## src/rtl/pulse_sweep_sequencer.sv

```systemverilog
// Duty-cycle sweep sequencer for the pulse mask: holds the divider fixed and steps duty
// between start and stop, dwelling a programmed number of mask periods at each value.
module pulse_sweep_sequencer #(
    parameter int CNT_W   = 32,
    parameter int DWELL_W = 16
) (
    input  logic               clk,
    input  logic               reset,
    input  logic               enable,
    input  logic               trigger,
    input  logic               single_shot,
    input  logic               bidir,
    input  logic [CNT_W-1:0]   divider_in,
    input  logic [CNT_W-1:0]   duty_start,
    input  logic [CNT_W-1:0]   duty_stop,
    input  logic [CNT_W-1:0]   duty_step,
    input  logic [DWELL_W-1:0] dwell_periods,
    output logic [CNT_W-1:0]   divider_out,
    output logic [CNT_W-1:0]   duty_out,
    output logic               busy,
    output logic               step_strobe,
    output logic               done,
    output logic               cfg_err
);

    typedef enum logic [1:0] {
        IDLE = 2'd0,
        RUN  = 2'd1,
        DONE = 2'd2
    } state_t;

    state_t state_r, state_s;

    logic [CNT_W-1:0]   div_r, start_r, stop_r, step_r;
    logic [DWELL_W-1:0] dwell_r;
    logic               single_r, bidir_r;
    logic               dir_down_r, dir_down_s;
    logic [CNT_W-1:0]   period_r, period_s;
    logic [DWELL_W-1:0] dwell_cnt_r, dwell_cnt_s;
    logic [CNT_W-1:0]   divider_s, duty_s;
    logic               busy_s, step_strobe_s, done_s, cfg_err_s, load_s;

    logic [CNT_W:0]     up_nxt_s, start_plus_s;
    logic [CNT_W-1:0]   down_val_s, rise_val_s;
    logic               cfg_ok_s, top_hit_s, bottom_hit_s, period_wrap_s, dwell_last_s;

    // Duty arithmetic is one bit wider than the operands so sums near full scale cannot wrap.
    assign up_nxt_s      = {1'b0, duty_out} + {1'b0, step_r};
    assign start_plus_s  = {1'b0, start_r} + {1'b0, step_r};
    assign top_hit_s     = up_nxt_s > {1'b0, stop_r};
    assign bottom_hit_s  = {1'b0, duty_out} < start_plus_s;
    assign down_val_s    = bottom_hit_s ? start_r : (duty_out - step_r);
    assign rise_val_s    = (start_plus_s > {1'b0, stop_r}) ? stop_r : start_plus_s[CNT_W-1:0];
    assign period_wrap_s = (period_r == (div_r - CNT_W'(1)));
    assign dwell_last_s  = (dwell_cnt_r == (dwell_r - DWELL_W'(1)));

    assign cfg_ok_s = (divider_in != {CNT_W{1'b0}}) &&
                      (duty_step != {CNT_W{1'b0}}) &&
                      (dwell_periods != {DWELL_W{1'b0}}) &&
                      (duty_start != {CNT_W{1'b0}}) &&
                      (duty_start <= duty_stop) &&
                      (duty_stop <= divider_in);

    // Next-state, counter and output computation.
    always_comb begin
        state_s       = state_r;
        dir_down_s    = dir_down_r;
        period_s      = period_r;
        dwell_cnt_s   = dwell_cnt_r;
        divider_s     = divider_out;
        duty_s        = duty_out;
        busy_s        = busy;
        step_strobe_s = 1'b0;
        done_s        = 1'b0;
        cfg_err_s     = 1'b0;
        load_s        = 1'b0;

        case (state_r)
            IDLE: begin
                divider_s   = {CNT_W{1'b0}};
                duty_s      = {CNT_W{1'b0}};
                busy_s      = 1'b0;
                dir_down_s  = 1'b0;
                period_s    = {CNT_W{1'b0}};
                dwell_cnt_s = {DWELL_W{1'b0}};
                if (trigger && enable) begin
                    if (cfg_ok_s) begin
                        state_s   = RUN;
                        load_s    = 1'b1;
                        divider_s = divider_in;
                        duty_s    = duty_start;
                        busy_s    = 1'b1;
                    end else begin
                        cfg_err_s = 1'b1;
                    end
                end else begin
                    state_s = IDLE;
                end
            end
            RUN: begin
                if (!enable) begin
                    state_s     = IDLE;
                    divider_s   = {CNT_W{1'b0}};
                    duty_s      = {CNT_W{1'b0}};
                    busy_s      = 1'b0;
                    dir_down_s  = 1'b0;
                    period_s    = {CNT_W{1'b0}};
                    dwell_cnt_s = {DWELL_W{1'b0}};
                end else if (period_wrap_s) begin
                    period_s = {CNT_W{1'b0}};
                    if (dwell_last_s) begin
                        dwell_cnt_s = {DWELL_W{1'b0}};
                        if (!dir_down_r) begin
                            if (top_hit_s) begin
                                if (single_r) begin
                                    state_s   = DONE;
                                    divider_s = {CNT_W{1'b0}};
                                    duty_s    = {CNT_W{1'b0}};
                                    busy_s    = 1'b0;
                                    done_s    = 1'b1;
                                end else if (bidir_r) begin
                                    dir_down_s    = 1'b1;
                                    duty_s        = down_val_s;
                                    step_strobe_s = 1'b1;
                                end else begin
                                    duty_s        = start_r;
                                    step_strobe_s = 1'b1;
                                end
                            end else begin
                                duty_s        = up_nxt_s[CNT_W-1:0];
                                step_strobe_s = 1'b1;
                            end
                        end else begin
                            // Going down: bottom turns around to start+step, else keep descending.
                            dir_down_s    = !bottom_hit_s;
                            duty_s        = bottom_hit_s ? rise_val_s : down_val_s;
                            step_strobe_s = 1'b1;
                        end
                    end else begin
                        dwell_cnt_s = dwell_cnt_r + DWELL_W'(1);
                    end
                end else begin
                    period_s = period_r + CNT_W'(1);
                end
            end
            DONE: begin
                state_s     = IDLE;
                divider_s   = {CNT_W{1'b0}};
                duty_s      = {CNT_W{1'b0}};
                busy_s      = 1'b0;
                dir_down_s  = 1'b0;
                period_s    = {CNT_W{1'b0}};
                dwell_cnt_s = {DWELL_W{1'b0}};
            end
            default: begin
                state_s     = IDLE;
                divider_s   = {CNT_W{1'b0}};
                duty_s      = {CNT_W{1'b0}};
                busy_s      = 1'b0;
                dir_down_s  = 1'b0;
                period_s    = {CNT_W{1'b0}};
                dwell_cnt_s = {DWELL_W{1'b0}};
            end
        endcase
    end

    // State, counters and registered outputs.
    always_ff @(posedge clk) begin
        if (reset) begin
            state_r     <= IDLE;
            dir_down_r  <= 1'b0;
            period_r    <= {CNT_W{1'b0}};
            dwell_cnt_r <= {DWELL_W{1'b0}};
            divider_out <= {CNT_W{1'b0}};
            duty_out    <= {CNT_W{1'b0}};
            busy        <= 1'b0;
            step_strobe <= 1'b0;
            done        <= 1'b0;
            cfg_err     <= 1'b0;
        end else begin
            state_r     <= state_s;
            dir_down_r  <= dir_down_s;
            period_r    <= period_s;
            dwell_cnt_r <= dwell_cnt_s;
            divider_out <= divider_s;
            duty_out    <= duty_s;
            busy        <= busy_s;
            step_strobe <= step_strobe_s;
            done        <= done_s;
            cfg_err     <= cfg_err_s;
        end
    end

    // Shadow copy of the configuration, captured only on entry to RUN.
    always_ff @(posedge clk) begin
        if (reset) begin
            div_r    <= {CNT_W{1'b0}};
            start_r  <= {CNT_W{1'b0}};
            stop_r   <= {CNT_W{1'b0}};
            step_r   <= {CNT_W{1'b0}};
            dwell_r  <= {DWELL_W{1'b0}};
            single_r <= 1'b0;
            bidir_r  <= 1'b0;
        end else if (load_s) begin
            div_r    <= divider_in;
            start_r  <= duty_start;
            stop_r   <= duty_stop;
            step_r   <= duty_step;
            dwell_r  <= dwell_periods;
            single_r <= single_shot;
            bidir_r  <= bidir;
        end else begin
            div_r    <= div_r;
            start_r  <= start_r;
            stop_r   <= stop_r;
            step_r   <= step_r;
            dwell_r  <= dwell_r;
            single_r <= single_r;
            bidir_r  <= bidir_r;
        end
    end

endmodule

```

## config.mk

```make
export PLATFORM = sky130hd
export DESIGN_NAME = pulse_sweep_sequencer
export DESIGN_NICKNAME = d
export VERILOG_FILES = /design/src/rtl/pulse_sweep_sequencer.sv
export SDC_FILE = /design/constraint.sdc
export NUM_CORES = 1
export LEC_CHECK = 0
export BUFFER_PORTS_ARGS = -buffer_cell sky130_fd_sc_hd__clkbuf_2
export CORE_MARGIN = 2
export CORE_UTILIZATION = 37
export DETAILED_ROUTE_END_ITERATION = 10
export GPL_ROUTABILITY_DRIVEN = 0
export PLACE_DENSITY_LB_ADDON = 0.15
export SLEW_MARGIN = 20
export SYNTH_ARGS = -nofsm -noshare
export SYNTH_HDL_FRONTEND = slang
export SYNTH_SLANG_ARGS = --single-unit
```

## constraint.sdc

```tcl
create_clock -name clk -period 14.09 [get_ports clk]
set_input_delay 2.1135 -clock clk [delete_from_list [all_inputs] [get_ports clk]]
set_output_delay 2.1135 -clock clk [all_outputs]
set_load 0.05 [all_outputs]
```

==> results.py <==
metrics = {
    "clock_tree": {
        "numCtsBuffers": 36,
        "cts_max_path_buffers": 3,
        "clkLatencyLatePin_ns": 0.58,
        "path_clk_slew_ns": 0.06,
        "root_buffer": "clkbuf_16",
        "cts_hold_buf": 0,
        "post-cts-setup-buffers": 0,
        "cts_tree": "built",
        "ctsHtreeMaxLevel": 2,
        "cts_resized": 0,
        "cts.sinks": 265,
    },
    "global_routing": {
        "gr-total-overflow": 0,
        "grt_usage": 0.275,
        "grt_pass1_wl_mm": 134,
        "antenna_found_initial": 1,
        "grt_pass1_vias": 22121,
        "grt_max_degree": 78,
    },
    "place": {
        "numPortBuffers": 217,
        "hpwl_mm": 70.7,
        "dp_slack_ns": 7.36,
        "dpl.cell_count": 3879,
    },
    "floorplanning": {
        "rows": 90,
        "core_sq_mm": 0.0600,
        "die_y_um": 250,
        "initial_core_util": 0.373,
        "ios": 218,
        "die_w_um": 250,
        "die-area_sq_mm": 0.0624,
    },
    "pwr": {
        "irDropWorstVdd_mv": 0.0674,
        "leakage_nw": 10.9,
        "p_per_area_mw_per_mm2": 99.2,
    },
    "logic_synthesis": {
        "synth_top_flop_cell": "dfxtp_1",
        "synth.cell_area_sq_mm": 0.0224,
        "synth_seq_cells": 265,
        "synth_commonest_cells": "430 x nand2_1, 307 x a21oi_1, 265 x dfxtp_1",
        "netlist_instances": 2995,
        "synthDistinctLibCells": 88,
        "synth_top_cell_by_area": "dfxtp_1",
        "synth-edff-count": 0,
        "synth_area_leaders": "dfxtp_1 24%, ha_1 14%, nand2_1 7.2%",
        "synth_fp_nets": 3406,
        "ys_seq_area_frac": 0.237,
        "ys_async_sr_fraction": 0,
        "avgSynthCellArea_sq_um": 7.47,
        "yosysMostFrequentCell": "nand2_1",
        "synth_top_area_frac": 0.237,
        "ys_warn_count": 0,
    },
    "worst_setup_path": {
        "end_kind": "flip-flop",
        "start_kind": "flip-flop",
        "required_ns": 14.60,
        "reg2regPathDepth": 22,
        "cp.arrival_ns": 7.37,
        "r2r-start": "step_r[0]$_SDFFE_PP0P_",
        "rrSetupSlack_ns": 7.23,
        "rr_endpoint": "duty_out[20]$_SDFFE_PP0P_",
        "critical_path.max_fanout": 27,
        "path_class": "flip-flop to flip-flop",
    },
    "final_layout": {
        "nets": 3546,
        "insertedDiodeCount": 0,
        "final_cells": 3941,
        "drive_gt1_frac": 0.113,
        "syn2layout_area_growth_pct": 12.8,
        "fillerInstances": 6248,
    },
    "worst_hold_path": {
        "hold_class": "flip-flop to flip-flop",
        "whs_path_depth": 1,
        "hold_start": "busy$_SDFFE_PP0P_",
        "min_to": "busy$_SDFFE_PP0P_",
    },
    "sta": {
        "rsz0062_at_grt": "no",
        "final_max_slew_viol_count": 0,
        "max_freq_mhz": 146,
        "period_minus_slack_ns": 6.86,
        "tns_ns": 0,
        "slew_headroom": 0.356,
        "timing.final.ws_setup_ns": 7.23,
        "period_share": 0.487,
        "final_hold_viol_count": 0,
        "setup_viol": 0,
        "final.setup_skew_ns": 0.0309,
        "max_slew.worst_pin.slew_ns": 0.957,
    },
    "outcome": {
        "status": "finished, final reports clean",
    },
    "routing": {
        "ant_nets": 0,
        "drt_wl_total_mm": 88.6,
        "detail_route.wl_per_cell_um": 22.5,
        "via_per_inst": 5.92,
        "firstDrtPassIters": 5,
        "drc": 0,
        "first_iter_violations": 2364,
        "vias": 23314,
    },
    "flow_run": {
        "cap_violations": 0,
    },
}
==> layer usage <==
layer  wire length (um)  vias to the layer above  global-route usage
met5                  0                        -                   0
met4               3140                        0              0.0941
met3               6500                      180              0.0429
met2              39900                      988               0.446
met1              39100                    11122               0.370
li1                   -                    11024                   -
==> cells in the final DEF, fill, tap and decap left out, types with 12 or more instances in the layout <==
| master | count |
|---|---|
| a31oi_1 | 15 |
| a21oi_1 | 306 |
| o21ai_0 | 119 |
| dfxtp_1 | 265 |
| nand2_1 | 429 |
| nand3_1 | 78 |
| a221o_1 | 13 |
| o21bai_1 | 18 |
| or3_1 | 26 |
| ha_1 | 258 |
| inv_1 | 204 |
| mux2_2 | 18 |
| clkbuf_2 | 216 |
| a22oi_1 | 37 |
| nand2b_1 | 25 |
| o211ai_1 | 28 |
| nand4_1 | 62 |
| xnor2_1 | 114 |
| o31ai_1 | 15 |
| or4_1 | 12 |
| a21o_1 | 49 |
| a22o_1 | 45 |
| xor2_1 | 65 |
| buf_4 | 24 |
| nor2b_1 | 20 |
| mux2i_1 | 19 |
| o21a_1 | 20 |
| clkbuf_16 | 36 |
| nor4_1 | 52 |
| a211oi_1 | 25 |
| nor2_1 | 207 |
| and3_1 | 33 |
| nor3_1 | 66 |
==> power breakdown <==
| group | total (mW) | switching (mW) | internal (mW) | leakage [nW] |
|---|---|---|---|---|
| sequential | 0.800 | 0.0303 | 0.770 | 2.14 |
| combinational | 0.802 | 0.525 | 0.276 | 8.17 |
| clock | 0.901 | 0.382 | 0.519 | 0.559 |
| total | 2.50 | 0.938 | 1.56 | 10.9 |
==> registers in the layout (all words and copies together) (netlist names), 2 cells and up <==
name         cells
div_r           32
divider_out     32
duty_out        32
dwell_cnt_r     16
dwell_r         16
period_r        32
start_r         32
state_r          2
step_r          32
stop_r          32
==> how the worst max path moves through the flow <==
| stage | from | end | slack, ns |
|---|---|---|---|
| after floorplan | duty_out[0]$_SDFFE_PP0P_ | divider_out[0]$_SDFFE_PP0P_ | 8.60 |
| after global placement | start_r[0]$_SDFFE_PP0P_ | duty_out[20]$_SDFFE_PP0P_ | 7.54 |
| after detailed placement | step_r[0]$_SDFFE_PP0P_ | duty_out[20]$_SDFFE_PP0P_ | 7.36 |
| after CTS | step_r[0]$_SDFFE_PP0P_ | duty_out[20]$_SDFFE_PP0P_ | 7.34 |
| after global routing | step_r[0]$_SDFFE_PP0P_ | duty_out[20]$_SDFFE_PP0P_ | 6.81 |
| final | step_r[0]$_SDFFE_PP0P_ | duty_out[20]$_SDFFE_PP0P_ | 7.23 |
==> logic make-up (layout without fill, tap and decap cells) <==
logic type | count (synthesis) | in the layout | share of synthesized area
AO/OA/AOI/OAI | 813 | 813 | 0.234
XOR/XNOR | 179 | 179 | 0.0701
adder cells (fa/ha/maj) | 261 | 261 | 0.147
buffers and inverters | 344 | 508 | 0.0588
flip-flops | 265 | 265 | 0.237
multiplexers | 37 | 37 | 0.0176
AND/OR/NAND/NOR | 1096 | 1096 | 0.235
==> worst max-delay path, cell delays in order (launching register included) <==
cell and delay (ns):
dfxtp_1 0.33, ha_1 0.23, fa_1 0.44, a211o_1 0.30, a2111oi_0 0.70, or3_1 0.33
a211oi_1 0.19, o211ai_1 0.28, nand3b_1 0.13, xnor2_1 0.32, inv_1 0.09, ha_1 0.30
and4_1 0.17, nand3_1 0.19, nor4_1 0.44, o41a_1 0.24, o31a_1 0.16, or3_1 0.54
buf_4 0.47, nor2_1 0.14, a221o_1 0.38, a211oi_1 0.26, a221o_1 0.16
==> stage by stage <==
step	utilization	power (mW)	instance area, sq um	hold slack, ns
after CTS	0.420	2.50	25200	0.459
after floorplan	-	1.33	22400	0.436
final	0.420	2.50	25200	0.454
after global routing	0.420	2.61	25200	0.488
after global placement	0.401	1.58	24100	0.443
after detailed placement	0.401	1.59	24100	0.449
==> cell type report <==
cell class                      instances  area [sq um]  area share
Tap cell                              782           978      0.0388
Sequential cell                       265          5310       0.210
Clock inverter                         14           131     0.00521
Inverter                              206           773      0.0307
Timing Repair Buffer                  240          1260      0.0500
Multi-Input combinational cell       2386         15800       0.625
Clock buffer                           48           996      0.0395
Note: power is estimated with default switching activity, not from simulation.
